<file path="src/rtl/qclk_timed_trigger.sv">
// Timestamped command queue: holds commands until the qclk time base reaches
// their timestamp, then emits a one-cycle trigger; stale heads are dropped and counted.
module qclk_timed_trigger #(
    parameter int WIDTH      = 32,
    parameter int DATA_WIDTH = 16,
    parameter int DEPTH      = 4
) (
    input  logic                     clk,
    input  logic                     rst,
    input  logic [WIDTH-1:0]         qclk_in,
    input  logic                     qclk_load,
    input  logic                     flush,
    input  logic                     cmd_valid,
    output logic                     cmd_ready,
    input  logic [WIDTH-1:0]         cmd_time,
    input  logic [DATA_WIDTH-1:0]    cmd_data,
    output logic                     trig_valid,
    output logic [DATA_WIDTH-1:0]    trig_data,
    output logic [WIDTH-1:0]         trig_time,
    output logic                     late_pulse,
    output logic [15:0]              late_count,
    output logic [$clog2(DEPTH):0]   count,
    output logic                     empty
);
    localparam int AW    = $clog2(DEPTH);
    localparam int CNT_W = AW + 1;

    logic [WIDTH-1:0]      time_mem [DEPTH];
    logic [DATA_WIDTH-1:0] data_mem [DEPTH];

    logic [AW-1:0]         wr_ptr_q, wr_ptr_d;
    logic [AW-1:0]         rd_ptr_q, rd_ptr_d;
    logic [CNT_W-1:0]      count_q, count_d;
    logic                  trig_valid_q, trig_valid_d;
    logic [DATA_WIDTH-1:0] trig_data_q, trig_data_d;
    logic [WIDTH-1:0]      trig_time_q, trig_time_d;
    logic                  late_pulse_q, late_pulse_d;
    logic [15:0]           late_count_q, late_count_d;

    logic                  full, push, eval, fire, late, pop;
    logic [WIDTH-1:0]      head_time, diff;
    logic [DATA_WIDTH-1:0] head_data;

    assign full      = (count_q == CNT_W'(DEPTH));
    assign cmd_ready = !full && !flush && !rst;
    assign push      = cmd_valid && cmd_ready;

    assign head_time = time_mem[rd_ptr_q];
    assign head_data = data_mem[rd_ptr_q];

    // Modular difference read as signed keeps ordering correct across qclk rollover.
    assign diff = head_time - qclk_in;
    assign eval = (count_q != '0) && !flush && !qclk_load;
    assign fire = eval && (diff == '0);
    assign late = eval && diff[WIDTH-1];
    assign pop  = fire || late;

    always_ff @(posedge clk) begin
        if (push) begin
            time_mem[wr_ptr_q] <= cmd_time;
            data_mem[wr_ptr_q] <= cmd_data;
        end
    end

    always_comb begin
        wr_ptr_d     = wr_ptr_q;
        rd_ptr_d     = rd_ptr_q;
        count_d      = count_q;
        trig_valid_d = fire;
        late_pulse_d = late;
        trig_data_d  = trig_data_q;
        trig_time_d  = trig_time_q;
        late_count_d = late_count_q;

        if (flush) begin
            wr_ptr_d = '0;
            rd_ptr_d = '0;
            count_d  = '0;
        end else begin
            if (push) wr_ptr_d = wr_ptr_q + AW'(1);
            if (pop)  rd_ptr_d = rd_ptr_q + AW'(1);
            if (push && !pop)      count_d = count_q + CNT_W'(1);
            else if (!push && pop) count_d = count_q - CNT_W'(1);
        end

        if (fire) begin
            trig_data_d = head_data;
            trig_time_d = head_time;
        end
        if (late && (late_count_q != 16'hFFFF))
            late_count_d = late_count_q + 16'd1;
    end

    always_ff @(posedge clk) begin
        if (rst) begin
            wr_ptr_q     <= '0;
            rd_ptr_q     <= '0;
            count_q      <= '0;
            trig_valid_q <= 1'b0;
            trig_data_q  <= '0;
            trig_time_q  <= '0;
            late_pulse_q <= 1'b0;
            late_count_q <= '0;
        end else begin
            wr_ptr_q     <= wr_ptr_d;
            rd_ptr_q     <= rd_ptr_d;
            count_q      <= count_d;
            trig_valid_q <= trig_valid_d;
            trig_data_q  <= trig_data_d;
            trig_time_q  <= trig_time_d;
            late_pulse_q <= late_pulse_d;
            late_count_q <= late_count_d;
        end
    end

    assign trig_valid = trig_valid_q;
    assign trig_data  = trig_data_q;
    assign trig_time  = trig_time_q;
    assign late_pulse = late_pulse_q;
    assign late_count = late_count_q;
    assign count      = count_q;
    assign empty      = (count_q == '0);

endmodule
</file>
<file path="config.mk">
export PLATFORM = sky130hd
export DESIGN_NAME = qclk_timed_trigger
export DESIGN_NICKNAME = d
export VERILOG_FILES = /design/src/rtl/qclk_timed_trigger.sv
export SDC_FILE = /design/constraint.sdc
export NUM_CORES = 1
export LEC_CHECK = 0
export ABC_AREA = 0
export BUFFER_PORTS_ARGS = -buffer_cell sky130_fd_sc_hd__buf_2
export CAP_MARGIN = 20
export CORE_MARGIN = 2
export CORE_UTILIZATION = 45
export CTS_CLUSTER_SIZE = 20
export DETAILED_ROUTE_END_ITERATION = 12
export GPL_TIMING_DRIVEN = 0
export PLACE_DENSITY = 0.66
export RECOVER_POWER = 50
export SETUP_SLACK_MARGIN = 0.2
export SYNTH_ARGS = -nofsm -noshare
export SYNTH_HDL_FRONTEND = slang
export SYNTH_SLANG_ARGS = --single-unit
</file>
<file path="constraint.sdc">
create_clock -name clk -period 5.9 [get_ports clk]
set_input_delay 0.59 -clock clk [delete_from_list [all_inputs] [get_ports clk]]
set_output_delay 0.59 -clock clk [all_outputs]
set_load 0.05 [all_outputs]
</file>
Word-level counts from Yosys, hierarchy flattened. Memory sizes are Yosys's and may differ from the RTL's. A register that Yosys moved wholly into a read port is not among the register bits. Cells that the tools add are included.

Bits in registers: 57. Bits in writable memories: 192. Bits of input ports: 85. Logic and storage cells: 45. Memories: 2.

$add $sub $neg: 6. Equality and inequality tests: 2. Mux-type cells: 6. Reduce and logical (&&, ||, !) cells: 22.

Memories: time_mem (words 4, bits a word 32, read ports 1, clocked after Yosys merged registers in 1, write ports 1, RTL line 28) `logic [WIDTH-1:0] time_mem [DEPTH];`; data_mem (words 4, bits a word 16, read ports 1, clocked after Yosys merged registers in 1, write ports 1, RTL line 29) `logic [DATA_WIDTH-1:0] data_mem [DEPTH];`.

Operators by type and width (number): logical NOT 32 bit (1); subtractor 32 bit (1); adder 16 x 1 -> 16 bit (second input constant) (1); inequality test 16 bit (second input constant) (1); logical AND 1 bit (10); logical NOT 1 bit (6); 2-to-1 mux 3 bit (2); adder 2 x 1 -> 2 bit (second input constant) (2); 2-to-1 mux 2 bit (2); adder 3 x 1 -> 3 bit (second input constant) (1); equality test 3 bit (second input constant) (1); logical NOT 3 bit (1); nonzero test 3 bit (1); subtractor 3 x 1 -> 3 bit (second input constant) (1); 2-to-1 mux 1 bit (2); nonzero test 2 bit (1); OR reduction 2 bit (1); logical OR 1 bit (1).

Depth between registers and ports, before layout. Gate-level depths: netlist of the first run.

Depth after elaboration: 9. Depth in mapped cells: 23.

Least setup slack after synthesis of the first run. OpenSTA, ideal clock, no wires.

Kind: flip-flop to flip-flop. Start point: register (tool-made name). End point: register count_q[2] (netlist: count[2]). Arrival: 5.322 ns. Data required time: 5.830 ns. Path slack: 0.508 ns. Stages on the path, launching flop included: 22. Period minus slack after synthesis: 5.392 ns. Cell sequence: dfxtp_1 -> clkbuf_1 -> buf_1 -> mux4_2 -> ha_1 -> nor2b_4 -> o2111a_1 -> o31a_1 -> o21ai_2 -> a21oi_1 -> or3_4 -> a2111oi_4 -> nand4_1 -> nor4_4 -> buf_6 -> nor2_1 -> ha_1 -> inv_1 -> fa_1 -> xor2_1 -> or3_1 -> a21oi_1.

RTL lines: to (signal assigned) (RTL line 107) `count_q <= count_d;`; to (decl) (RTL line 33) `logic [CNT_W-1:0] count_q, count_d;`.

==> summary.md, run 1 <==
| Metric | Value |
|---|---|
| Cts bufs inserted | 28 |
| Post-synth design cell area | 0.0125 mm² |
| Maximum count of clock buffers along a single path | 3 |
| Gate count after technology mapping | 959 |
| Antenna violations before repair | 2 |
| RePlAce Congestion | 0.923 |
| Worst slew margin | 0.281 |
| Final Hold Viols | 0 |
| Fill cell instance count of the final layout | 2440 |
| Post-synth cell types | 79 |
| Largest net degree at the start of global routing | 49 |
| Area leader, netlist | sky130_fd_sc_hd__edfxtp_1 |
| Clk network pwr share | 0.434 |
| Count of vias placed by the detailed router | about 8400 |
| Share of flip-flops with an asynchronous set or reset after synthesis | 0 |
| Area share of fa/ha/maj cells after synthesis | 0.0385 |
| DRC violation count after routing | 0 |
| Synth Area in Simple Gates | 0.110 |
| Total of flip-flops plus latches after synthesis | 267 |
| Net load switching power | 960 µW |
| Antenna Violating Nets Remaining | 0 |
| Post-synth top flop | sky130_fd_sc_hd__edfxtp_1 |
| Fraction of power spent switching nets | 0.227 |
| Part of the total power dissipated in sequential elements | 0.479 |
| Starting Density | 0.454 |
| First drt pass iteration count | 5 |
| WL/cell | 19.5 µm |
| Outcome | finished clean |
| CTS root buffer | sky130_fd_sc_hd__clkbuf_16 |
| Count of flip-flops with a built-in enable after synthesis | 192 |
| Synth Area in XOR/XNOR | 0.0189 |
| Final setup viols | 0 |
| Synth warnings | 0 |
| Half-perimeter wire length after detailed placement | 21600 µm |
| Die outline height | 171 µm |
| Critical Path Start Type | register |
| Total power | roughly 4200 µW |
| Clock tree from TritonCTS | built |
| Multiplexer share of the synthesized area | 0.130 |
| Min-Delay Path Class | input pin to register |
| Layout-stage area growth over the synthesis result | 18.3% |
| Max-cap violation count | 0 |
| Hold Crit Start | cmd_data[8] |
| Clock transition at the register clock pins on the worst setup and hold paths after CTS | roughly 0.06 ns |
| Setup slack of the most critical reg-to-reg path | 0.51 ns |
| Crit path time final | 5.39 ns |
| Share of the clock period used by the worst path after layout | 0.914 |
| Core ar. | 0.0276 mm² |
| Overflow left after global routing | 0 |
| Fmax | roughly 190 MHz |
| IO Pins | 156 |
| Combinational family with the most area after synthesis | multiplexers |
| Fraction of layout instances using a drive strength above 1 | 0.178 |
| Most frequent cell on the critical path | sky130_fd_sc_hd__ha_1 |
| Avg Inst Size Synth | 13.1 µm² |
| Relative contribution of combinational cells to total power | 0.087 |
| # rows | 61 |
| Overall routing resource usage | 0.207 |
| Power per unit of standard cell area | 285 mW/mm² |
| CTS H-tree lvls | 1 |
| Largest clock skew in the final design | 0.0131 ns |
| Area enclosed by the die boundary | slightly below 0.03 mm² |
| Share of the synthesized area in compound gates (AO/OA/AOI/OAI) | 0.0882 |
| Post-layout nets | 1275 |
| Count of pins over their slew limit | 0 |
| Design area | 0.0148 mm² |
| IO buf count | between 150 and 200 |
| CP Data Arrival Time | 5.87 ns |
| # hold bufs at CTS | 0 |
| Vias in the first global route | 8364 |
| Worst-path maximum fanout | 10 |
| Smallest hold slack | 0.289 ns |
| Total Routed Length | 30300 µm |
| Crit path kind | register to register |
| Placed Instance Area | 0.0139 mm² |
| Portion of synthesized cell area occupied by the leading cell type | 0.460 |
| Reported leakage power | 0.00501 µW |
| Slowest stage cell on the critical path | sky130_fd_sc_hd__mux4_2 |
| Post-synthesis sequential area ratio | 0.579 |
| Horizontal die dimension | 171 µm |
| Critical path's largest stage delay | 0.58 ns |
| Number of clock sinks seen by CTS | 267 |
| Global-route wire length before repair | between 40000 and 50000 µm |
| Per-cell via count in the routed design | 5.42 |
| Worst ir drop on vdd | 0.337 mV |
| Critical path capture point type | register |
| RSZ-0062 raised after global routing | no |
| Series of cell instances along the critical path | buf_2, buf_8, mux4_2, ha_1, clkbuf_2, o21a_1, o2111ai_1, a311o_1, nand2_1, a2111o_1, xnor2_2, nor4b_2, nand4_1, nor4_4, buf_6, nor2_1, ha_1, inv_1, fa_1, xor2_1, or3_1, a21oi_1 |
| Transition at the pin with the smallest max-transition slack | between 1 and 1.5 ns |
| Clock latency reported for the late side of the worst-skew pair | approximately 0.56 ns |
| Number of DRC violations after detailed-routing iteration 0 | 560 |
| Critical path required time | 6.38 ns |
| Internal | 3270 µW |
| Top cells by area in the synthesized netlist | sky130_fd_sc_hd__edfxtp_1 46%, sky130_fd_sc_hd__dfxtp_1 12%, sky130_fd_sc_hd__mux4_2 8.6% |
| Total nets after synthesis | 1082 |
==> routing by layer <==
metal / wire [µm] / GRT usage / up-vias
li1: - / - / 4069
met1: 13200 / 0.270 / 4082
met2: 14600 / 0.350 / 228
met3: 1960 / 0.0465 / 46
met4: 633 / 0.0538 / 0
met5: 0 / 0 / -
==> area by class of cell <==
type	instances	area, µm²	share of cell area
Inverter	47	176	0.0119
Clock inverter	14	224	0.0151
Sequential cell	267	7270	0.490
Timing Repair Buffer	163	726	0.0489
Clock buffer	38	748	0.0504
Multi-Input combinational cell	598	4930	0.332
Tap cell	378	473	0.0319
Antenna cell	2	5.00	0.000337
Buffer	47	289	0.0195
==> power by group through the flow <==
stage / Sequential, µW / Clock [µW] / Combinational [µW]
after floorplan: 2070 / 0 / 237
final: 2030 / 1840 / 369
after global placement: 2070 / 0 / 361
after CTS: 2030 / 1870 / 368
after global routing: 2020 / 1950 / 407
after detailed placement: 2070 / 0 / 362
==> worst max-delay path: cells and delay by family, from the launching register on <==
| family | cells | cell delay, ns |
|---|---|---|
| simple gates | 6 | 1.19 |
| buf+inv | 5 | 0.88 |
| xor+xnor | 2 | 0.31 |
| compound gates | 5 | 1.36 |
| mux | 1 | 0.58 |
| fa+ha+maj | 3 | 0.68 |
| flops | 1 | 0.30 |
==> path summary, 6_finish.rpt <==
kind	endpoint	depth (start not counted)
worst min-delay path	data_mem[1][8]	1
worst max register to register	count[2]	22
worst max-delay path	count[2]	22
worst min register to register	trig_time[20]	2
==> state kept, by name, indices dropped and copies added (netlist names), named ones only <==
| signal | cells |
|---|---|
| late_pulse | 1 |
| time_mem | 128 |
| rd_ptr_q | 2 |
| count | 3 |
| trig_data | 16 |
| late_count | 16 |
| data_mem | 64 |
| trig_time | 32 |
| trig_valid | 1 |
| wr_ptr_q | 2 |
==> cell usage in the layout, fill, tap and decap left out, types with 7 or more instances in the layout <==
master | synthesis | routed
sky130_fd_sc_hd__buf_2 | 6 | 44
sky130_fd_sc_hd__o21ai_0 | 23 | 23
sky130_fd_sc_hd__nand3_1 | 19 | 19
sky130_fd_sc_hd__xor2_1 | 15 | 15
sky130_fd_sc_hd__mux4_2 | 48 | 48
sky130_fd_sc_hd__ha_1 | 37 | 37
sky130_fd_sc_hd__mux2i_1 | 53 | 53
sky130_fd_sc_hd__nand4_1 | 23 | 23
sky130_fd_sc_hd__o211ai_1 | 17 | 17
sky130_fd_sc_hd__clkbuf_16 | 0 | 28
sky130_fd_sc_hd__or3_1 | 8 | 8
sky130_fd_sc_hd__buf_6 | 7 | 8
sky130_fd_sc_hd__edfxtp_1 | 192 | 192
sky130_fd_sc_hd__clkbuf_2 | 0 | 7
sky130_fd_sc_hd__dfxtp_1 | 75 | 75
sky130_fd_sc_hd__nor2_1 | 100 | 99
sky130_fd_sc_hd__xnor2_1 | 12 | 10
sky130_fd_sc_hd__o21a_1 | 12 | 12
sky130_fd_sc_hd__clkbuf_1 | 28 | 148
sky130_fd_sc_hd__nor3_1 | 17 | 17
sky130_fd_sc_hd__and2_1 | 8 | 7
sky130_fd_sc_hd__a21oi_1 | 46 | 40
sky130_fd_sc_hd__inv_1 | 47 | 47
sky130_fd_sc_hd__nand2_1 | 42 | 42
sky130_fd_sc_hd__a21oi_2 | 1 | 7
==> per-stage QoR <==
stage | cells | setup WS [ns] | TNS [ns] | util
after CTS | 1548 | 0.271 | 0 | 0.539
after floorplan | 959 | 0.508 | 0 | -
after global routing | 1553 | 0.204 | 0 | 0.537
after detailed placement | 1495 | -0.914 | -12.66 | 0.502
after global placement | 1492 | -0.924 | -14.37 | 0.499
final | 1554 | 0.509 | 0 | 0.537
==> repair_timing <==
item,4_1_cts,5_1_grt
pin swaps,1,3
setup endpoints to repair,55,4
setup buffers,1,4
gates resized for setup,27,21
==> Yosys cell counts (12+ instances only) <==
cell,n
sky130_fd_sc_hd__inv_1,47
sky130_fd_sc_hd__nor2_1,100
sky130_fd_sc_hd__o21ai_0,23
sky130_fd_sc_hd__nand2_1,42
sky130_fd_sc_hd__xor2_1,15
sky130_fd_sc_hd__ha_1,37
sky130_fd_sc_hd__o21a_1,12
sky130_fd_sc_hd__nor3_1,17
sky130_fd_sc_hd__clkbuf_1,28
sky130_fd_sc_hd__nand3_1,19
sky130_fd_sc_hd__xnor2_1,12
sky130_fd_sc_hd__o211ai_1,17
sky130_fd_sc_hd__dfxtp_1,75
sky130_fd_sc_hd__mux4_2,48
sky130_fd_sc_hd__nand4_1,23
sky130_fd_sc_hd__mux2i_1,53
sky130_fd_sc_hd__a21oi_1,46
sky130_fd_sc_hd__edfxtp_1,192
==> kinds of logic (layout without fill, tap and decap cells) <==
logic type / Yosys count / count (layout)
adders and majority gates: 38 / 38
AOI/OAI and AO/OA: 159 / 159
DFF: 267 / 267
muxes: 103 / 103
xor gates and xnor gates: 27 / 27
buffers and inverters: 94 / 309
and+or+nand+nor: 271 / 271
other: 0 / 2
Note: power is estimated with default switching activity, not from simulation.
==> run 2, diff against run 1 <==
--- a/config.mk
+++ b/config.mk
@@ -13,7 +13,7 @@
 export CTS_CLUSTER_SIZE = 20
 export DETAILED_ROUTE_END_ITERATION = 12
 export GPL_TIMING_DRIVEN = 0
-export PLACE_DENSITY = 0.66
+export PLACE_DENSITY = 0.69
 export RECOVER_POWER = 50
 export SETUP_SLACK_MARGIN = 0.2
 export SYNTH_ARGS = -nofsm -noshare
==> constraint.sdc (replaced) <==
create_clock -name clk -period 4.6 [get_ports clk]
set_input_delay 0.46 -clock clk [delete_from_list [all_inputs] [get_ports clk]]
set_output_delay 0.46 -clock clk [all_outputs]
set_load 0.05 [all_outputs]
==> summary.md, run 2 (synthesis results as in run 1) <==
| Metric | Value |
|---|---|
| Crit path kind | register to register |
| Finished Layout Cells | 1597 (+2.8%) |
| Number of clock sinks seen by CTS | 267 (unchanged) |
| Violated checks | negative setup slack |
| # rows | 61 (unchanged) |
| Antenna violations before repair | 6 (+4) |
| WL/cell | 20.1 µm (+3.1%) |
| Count of vias placed by the detailed router | 8827 (+4.8%) |
| Outcome | complete, but fails checks |
| Worst slew margin | 0.369 (+0.0878) |
| Most frequent standard cell in the layout excluding fill and tap cells | sky130_fd_sc_hd__edfxtp_1 |
| Layout-stage area growth over the synthesis result | 26.4% |
| Overall routing resource usage | 0.215 (+0.00888) |
| TNS Setup | -6.58 ns (-6.58 ns) |
| Critical path capture point type | register |
| Clock latency reported for the late side of the worst-skew pair | 0.56 ns (about the same) |
| Die outline height | 171 µm (unchanged) |
| Routed length on met1 | 13400 µm (+2.1%) |
| Amount of wire on met2 after detailed routing | 15500 µm (+6.9%) |
| Global-route wire length before repair | 48200 µm (+4.5%) |
| Critical register-to-register path endpoint | count[2] |
| Min-Delay Path Class | input pin to register |
| Transition at the pin with the smallest max-transition slack | 0.947 ns (-0.132 ns) |
| Final Hold Viols | 0 (unchanged) |
| Hold Crit Start | cmd_data[13] |
| Worst-path maximum fanout | 7 (-3) |
| # hold bufs at CTS | 0 (unchanged) |
| RePlAce Congestion | 0.904 (-2.1%) |
| Setup slack of the most critical reg-to-reg path | -0.41 ns (-0.92 ns) |
| Final setup viols | 51 (+51) |
| Critical path's largest stage delay | 0.55 ns (-0.03 ns) |
| Vias in the first global route | 8703 (+4.1%) |
| Starting Density | 0.454 (unchanged) |
| Worst Path Buf+Inv | 4 (-1) |
| CP top delay family | compound AO/OA/AOI/OAI gates |
| Least setup slack across all paths after layout | -0.412 ns (-0.921 ns) |
| Largest net degree at the start of global routing | 49 (unchanged) |
| Smallest hold slack | 0.152 ns (-0.137 ns) |
| DR top layer | met5 |
| Clock transition at the register clock pins on the worst setup and hold paths after CTS | 0.06 ns (about the same) |
| Crit path time final | 5.01 ns (-0.379 ns) |
| Critical Path Start Type | register |
| Most frequent cell on the critical path | sky130_fd_sc_hd__ha_4 |
| Min-Delay Endpoint | data_mem[2][13] |
| Total power | 5480 µW (+30%) |
| Series of cell instances along the critical path | clkbuf_16, buf_12, mux4_2, ha_4, nor2b_4, o2111a_2, o31a_1, o21ai_4, a21oi_2, or3_4, a2111oi_4, nand4_1, nor4_4, buf_6, nor2_4, ha_4, inv_2, fa_2, xor2_1, or3_1, a21oi_1 |
| CTS H-tree lvls | 1 (unchanged) |
| Core ar. | 0.0276 mm² (unchanged) |
| Fraction of layout instances using a drive strength above 1 | 0.275 (+0.0969) |
| Number of instances in the placed design | 1495 (unchanged) |
| Clock tree from TritonCTS | built |
| DRC violation count after routing | 0 (unchanged) |
| Total Routed Length | 32100 µm (+5.9%) |
| Largest clock skew in the final design | 0.0205 ns (+0.00745 ns) |
| Cell depth of the worst flop-to-flop path | 21 (-4.5%) |
| Max-cap violation count | 0 (unchanged) |
| Half-perimeter wire length after detailed placement | 21700 µm (+0.39%) |
| Power per unit of standard cell area | 346 mW/mm² (+21%) |
| Share of the clock period used by the worst path after layout | 1.09 (+0.176) |
| Horizontal die dimension | 171 µm (unchanged) |
| IO Pins | 156 (unchanged) |
| Met3 routed WL | 2160 µm (+10%) |
| IO buf count | 155 (unchanged) |
| Overflow left after global routing | 0 (unchanged) |
| Reported leakage power | 0.00548 µW (+9.4%) |
| Critical path required time | 5.07 ns (-1.31 ns) |
| Cts bufs inserted | 28 (unchanged) |
| Most flops, register | time_mem |
| CTS root buffer | sky130_fd_sc_hd__clkbuf_16 |
| Count of pins over their slew limit | 0 (unchanged) |
| Flip-flop count of the largest register, all copies and words added | 128 (unchanged) |
| Maximum count of clock buffers along a single path | 3 (unchanged) |
| Area enclosed by the die boundary | 0.0292 mm² (unchanged) |
| Antenna Violating Nets Remaining | 0 (unchanged) |
| Per-cell via count in the routed design | 5.53 (+2.0%) |
| Slowest stage cell on the critical path | sky130_fd_sc_hd__mux4_2 |
| RSZ-0062 raised after global routing | yes |
| Post-layout nets | 1316 (+3.2%) |
| First drt pass iteration count | 5 (unchanged) |
| Number of DRC violations after detailed-routing iteration 0 | 639 (+14%) |
| Worst ir drop on vdd | 0.334 mV (-1.1%) |
| Highest-count cells in the layout ignoring fill and taps | 192 x sky130_fd_sc_hd__edfxtp_1, 115 x sky130_fd_sc_hd__clkbuf_1, 96 x sky130_fd_sc_hd__nor2_1, 74 x sky130_fd_sc_hd__dfxtp_1, 63 x sky130_fd_sc_hd__buf_2 |
| Fmax | 200 MHz (+7.6%) |
| CP Data Arrival Time | 5.48 ns (-0.39 ns) |
| Number of cells on the worst hold path | 1 (unchanged) |
run 2: power by group:
group / total (µW) / switching (µW) / leakage (µW) / internal (µW)
Sequential: 2600 / 4.89 / 0.00234 / 2590
Combinational: 549 / 331 / 0.00267 / 218
Clock: 2340 / 913 / 0.000470 / 1420
run 2: repair_timing:
item / 4_1_cts / 5_1_grt
gates cloned: 3 / 5
endpoints found under the setup margin: 71 / 63
gates resized for setup: 96 / 43
pin swaps: 28 / 11
setup buffers: 30 / 9
endpoints found under the hold margin: 0 / 0
run 2: final cells by class:
| type | instances | area, µm² |
|---|---|---|
| flip-flops and latches | 267 | 7270 |
| clock inverters | 11 | 163 |
| inverters | 47 | 176 |
| clock buffers | 41 | 800 |
| diodes | 4 | 10.0 |
| repair buffers | 205 | 1260 |
| plain buffers | 46 | 427 |
| multi-input cells | 598 | 5270 |
| fillers | 2366 | 11800 |
| well taps | 378 | 473 |
run 2: how the worst max path moves through the flow:
stage,cells after the start,to
after floorplan,21,count[2]
after global placement,21,count[2]
after detailed placement,21,count[2]
after CTS,21,count[2]
after global routing,22,count[2]
final,21,count[2]
run 2: stage by stage:
stage / util / area, µm² / setup WS (ns)
final: 0.574 / 15900 / -0.412
after global routing: 0.574 / 15900 / -0.632
after CTS: 0.565 / 15600 / -0.349
after detailed placement: 0.505 / 13900 / -1.72
after global placement: 0.502 / 13900 / -1.56
after floorplan: - / 12600 / -0.311
run 2: layer usage:
metal	track usage	up-vias
met3	0.0497	63
met2	0.364	254
met4	0.0678	2
li1	-	4146
met1	0.276	4362
met5	0.00870	-
==> run 3, diff against run 2 <==
--- a/config.mk
+++ b/config.mk
@@ -5,7 +5,7 @@
 export SDC_FILE = /design/constraint.sdc
 export NUM_CORES = 1
 export LEC_CHECK = 0
-export ABC_AREA = 0
+export ABC_AREA = 1
 export BUFFER_PORTS_ARGS = -buffer_cell sky130_fd_sc_hd__buf_2
 export CAP_MARGIN = 20
 export CORE_MARGIN = 2
==> summary.md, run 3 <==
| Metric | Value |
|---|---|
| Outcome | finished clean |
| Cell depth of the worst flop-to-flop path | 26 (+24%) |
| Worst slew margin | 0.449 (+0.0806) |
| Final setup viols | 0 (-100%) |
| Overflow left after global routing | 0 (unchanged) |
| Total of flip-flops plus latches after synthesis | 267 (unchanged) |
| Largest clock skew in the final design | 0.0214 ns (+0.000931 ns) |
| Fill cell instance count of the final layout | 2766 (+17%) |
| Most frequent cell on the critical path | sky130_fd_sc_hd__nand2_1 |
| Global-route wire length before repair | 53700 µm (+11%) |
| CTS root buffer | sky130_fd_sc_hd__clkbuf_16 |
| Area enclosed by the die boundary | 0.0309 mm² (+5.6%) |
| Fraction of the core area covered by cells at the end of the flow | 0.543 (-0.0308) |
| Power per unit of standard cell area | 347 mW/mm² (+0.27%) |
| Half-perimeter wire length after detailed placement | 24900 µm (+15%) |
| Placed Instance Area | 0.0147 mm² (+5.2%) |
| CTS H-tree lvls | 1 (unchanged) |
| Total nets after synthesis | 1725 (+59%) |
| Number of DRC violations after detailed-routing iteration 0 | 797 (+25%) |
| Critical path required time | 5.10 ns (+0.03 ns) |
| Maximum count of clock buffers along a single path | 3 (unchanged) |
| Net load switching power | 1280 µW (+2.8%) |
| Flip-flop count of the largest register, all copies and words added | 128 (unchanged) |
| Antenna violations before repair | 2 (-4) |
| Min-Delay Path Class | input pin to register |
| Top cell types by occurrence after synthesis | 415 x sky130_fd_sc_hd__nand2_1, 272 x sky130_fd_sc_hd__nor2_1, 246 x sky130_fd_sc_hd__inv_1 |
| Critical Path Start Type | register |
| # rows | 62 (+1.6%) |
| Worst-path maximum fanout | 10 (+3) |
| Worst ir drop on vdd | 0.294 mV (-12%) |
| Clock latency reported for the late side of the worst-skew pair | 0.57 ns (about the same) |
| Fraction of power spent switching nets | 0.236 (+0.00852) |
| Critical path's largest stage delay | 0.39 ns (-0.16 ns) |
| Count of pins over their slew limit | 0 (unchanged) |
| CP Data Arrival Time | 4.67 ns (-0.81 ns) |
| Relative contribution of combinational cells to total power | 0.090 (-0.010) |
| Slowest stage cell on the critical path | sky130_fd_sc_hd__fa_1 |
| Portion of synthesized cell area occupied by the leading cell type | 0.435 (-0.0249) |
| Finished Layout Cells | 2205 (+38%) |
| Share of flip-flops with an asynchronous set or reset after synthesis | 0 (unchanged) |
| Horizontal die dimension | 176 µm (+2.8%) |
| IO buf count | 154 (-0.65%) |
| Setup slack of the most critical reg-to-reg path | 0.43 ns (+0.84 ns) |
| Crit path time final | 4.17 ns (-0.840 ns) |
| Vias in the first global route | 10467 (+20%) |
| Internal | 4150 µW (-2.0%) |
| Largest net degree at the start of global routing | 30 (-39%) |
| Core ar. | 0.0289 mm² (+4.4%) |
| Clk network pwr share | 0.431 (+0.005) |
| Most frequent standard cell in the layout excluding fill and tap cells | sky130_fd_sc_hd__nand2_1 |
| Fmax | 240 MHz (+20%) |
| Layout-stage area growth over the synthesis result | 18.2% |
| Top cells by area in the synthesized netlist | sky130_fd_sc_hd__edfxtp_1 43%, sky130_fd_sc_hd__nand2_1 12%, sky130_fd_sc_hd__dfxtp_1 11% |
| Clock transition at the register clock pins on the worst setup and hold paths after CTS | 0.06 ns (about the same) |
| IO Pins | 156 (unchanged) |
| Most common cell in the synthesized netlist | sky130_fd_sc_hd__nand2_1 |
| Clock tree from TritonCTS | built |
| RePlAce Congestion | 0.929 (+2.8%) |
| Highest-count cells in the layout ignoring fill and taps | 414 x sky130_fd_sc_hd__nand2_1, 268 x sky130_fd_sc_hd__nor2_1, 245 x sky130_fd_sc_hd__inv_1, 192 x sky130_fd_sc_hd__edfxtp_1, 136 x sky130_fd_sc_hd__clkbuf_1 |
| First drt pass iteration count | 5 (unchanged) |
| Avg Inst Size Synth | 8.28 µm² (-37%) |
| Final Hold Viols | 0 (unchanged) |
| Number of clock sinks seen by CTS | 267 (unchanged) |
| Gate count after technology mapping | 1602 (+67%) |
| Cts bufs inserted | 29 (+3.6%) |
| Most flops, register | time_mem |
| Reported leakage power | 0.00692 µW (+26%) |
| # hold bufs at CTS | 0 (unchanged) |
| WL/cell | 15.7 µm (-22%) |
| Count of vias placed by the detailed router | 10928 (+24%) |
| Dpl ws | -0.0582 ns (+1.66 ns) |
| DRC violation count after routing | 0 (unchanged) |
| Least setup slack across all paths after layout | 0.428 ns (+0.840 ns) |
| Post-synthesis sequential area ratio | 0.548 (-0.0314) |
| Starting Density | 0.460 (+0.00560) |
| RSZ-0062 raised after global routing | no |
| Part of the total power dissipated in sequential elements | 0.479 (+0.005) |
| Transition at the pin with the smallest max-transition slack | 0.824 ns (-0.123 ns) |
| Post-layout nets | 1920 (+46%) |
| Synth warnings | 0 (unchanged) |
| Share of the clock period used by the worst path after layout | 0.907 (-0.183) |
| Post-synth top flop | sky130_fd_sc_hd__edfxtp_1 |
| Critical register-to-register path endpoint | count[2] |
| Crit path kind | register to register |
| Antenna Violating Nets Remaining | 0 (unchanged) |
| Sequential Area | 0.00727 mm² (unchanged) |
| Fraction of layout instances using a drive strength above 1 | 0.0940 (-0.181) |
| Number of instances in the placed design | 2146 (+44%) |
| Area of combinational cells with multiple inputs | 0.00492 mm² (-6.7%) |
| Critical path capture point type | register |
| Overall routing resource usage | 0.222 (+0.00607) |
| Design area | 0.0157 mm² (-1.2%) |
| Total Routed Length | 34600 µm (+7.9%) |
| Per-cell via count in the routed design | 4.96 (-10%) |
| Area leader, netlist | sky130_fd_sc_hd__edfxtp_1 |
| Die outline height | 176 µm (+2.8%) |
| Post-synth cell types | 37 (-53%) |
| Max-cap violation count | 0 (unchanged) |
| End of the critical path | count[2] |
| Post-synth design cell area | 0.0133 mm² (+5.7%) |
| Count of flip-flops with a built-in enable after synthesis | 192 (unchanged) |
==> run 3: cells by family (layout without fill, tap and decap cells) <==
| logic type | Yosys count | in the layout | share of synthesized area |
|---|---|---|---|
| AND/OR/NAND/NOR | 796 | 796 | 0.241 |
| buffers and inverters | 299 | 517 | 0.0902 |
| flip-flops | 267 | 267 | 0.548 |
| AO/OA/AOI/OAI | 194 | 194 | 0.0786 |
| adder cells (fa/ha/maj) | 38 | 38 | 0.0364 |
| XOR/XNOR | 8 | 8 | 0.00528 |
| other | 0 | 1 | 0 |
==> run 3: cell type report <==
class	instances	share of cell area
plain buffers	47	0.0183
inverters	252	0.0604
multi-input cells	1036	0.314
clock buffers	40	0.0515
well taps	384	0.0307
clock inverters	14	0.0108
repair buffers	164	0.0504
diodes	1	0.000160
flip-flops and latches	267	0.464
==> run 3: worst min-delay path by stage <==
stage / start / to / slack, ns / cells after the start
2_1_floorplan: wr_ptr_q[1] / wr_ptr_q[1] / 0.49 / 2
3_3_place_gp: late_count[8] / late_count[8] / 0.46 / 2
3_5_place_dp: late_count[4] / late_count[4] / 0.48 / 2
4_1_cts: cmd_time[29] / time_mem[2][29] / 0.09 / 1
5_1_grt: cmd_time[27] / time_mem[1][27] / 0.15 / 1
6_report: cmd_time[29] / time_mem[1][29] / 0.15 / 1
==> run 3: power groups by stage <==
| stage | clock network (µW) | registers (µW) | logic [µW] |
|---|---|---|---|
| floorplan | 0 | 2660 | 313 |
| global placement | 0 | 2650 | 471 |
| detailed placement | 0 | 2650 | 481 |
| CTS | 2380 | 2600 | 485 |
| global route | 2500 | 2600 | 553 |
| finish | 2340 | 2600 | 490 |
==> run 3: per-stage QoR <==
| stage | TNS [ns] | hold WS (ns) | power, µW |
|---|---|---|---|
| after floorplan | -9.17 | 0.490 | 2970 |
| after global placement | -241.39 | 0.463 | 3120 |
| after detailed placement | -0.0582 | 0.476 | 3130 |
| after CTS | 0 | 0.0910 | 5470 |
| after global routing | 0 | 0.146 | 5650 |
| final | 0 | 0.151 | 5440 |
==> run 3: what timing repair did <==
item	CTS	global route
gates resized for setup	18	47
pin swaps	0	4
buffers inserted	0	4
endpoints found under the hold margin	0	0
setup endpoints to repair	2	2
==> run 3: metal layers <==
| layer | part of all wire | track usage |
|---|---|---|
| met5 | 0.00046 | 0 |
| met4 | 0.026 | 0.0665 |
| met3 | 0.068 | 0.0424 |
| met2 | 0.47 | 0.375 |
| met1 | 0.44 | 0.289 |
==> run 3: worst max-delay path: cells and delay by family (launching register included) <==
kind / cells / cell delay, ns
simple gates: 14 / 1.25
fa+ha+maj: 3 / 0.96
compound gates: 5 / 0.89
buf+inv: 4 / 0.65
flops: 1 / 0.35
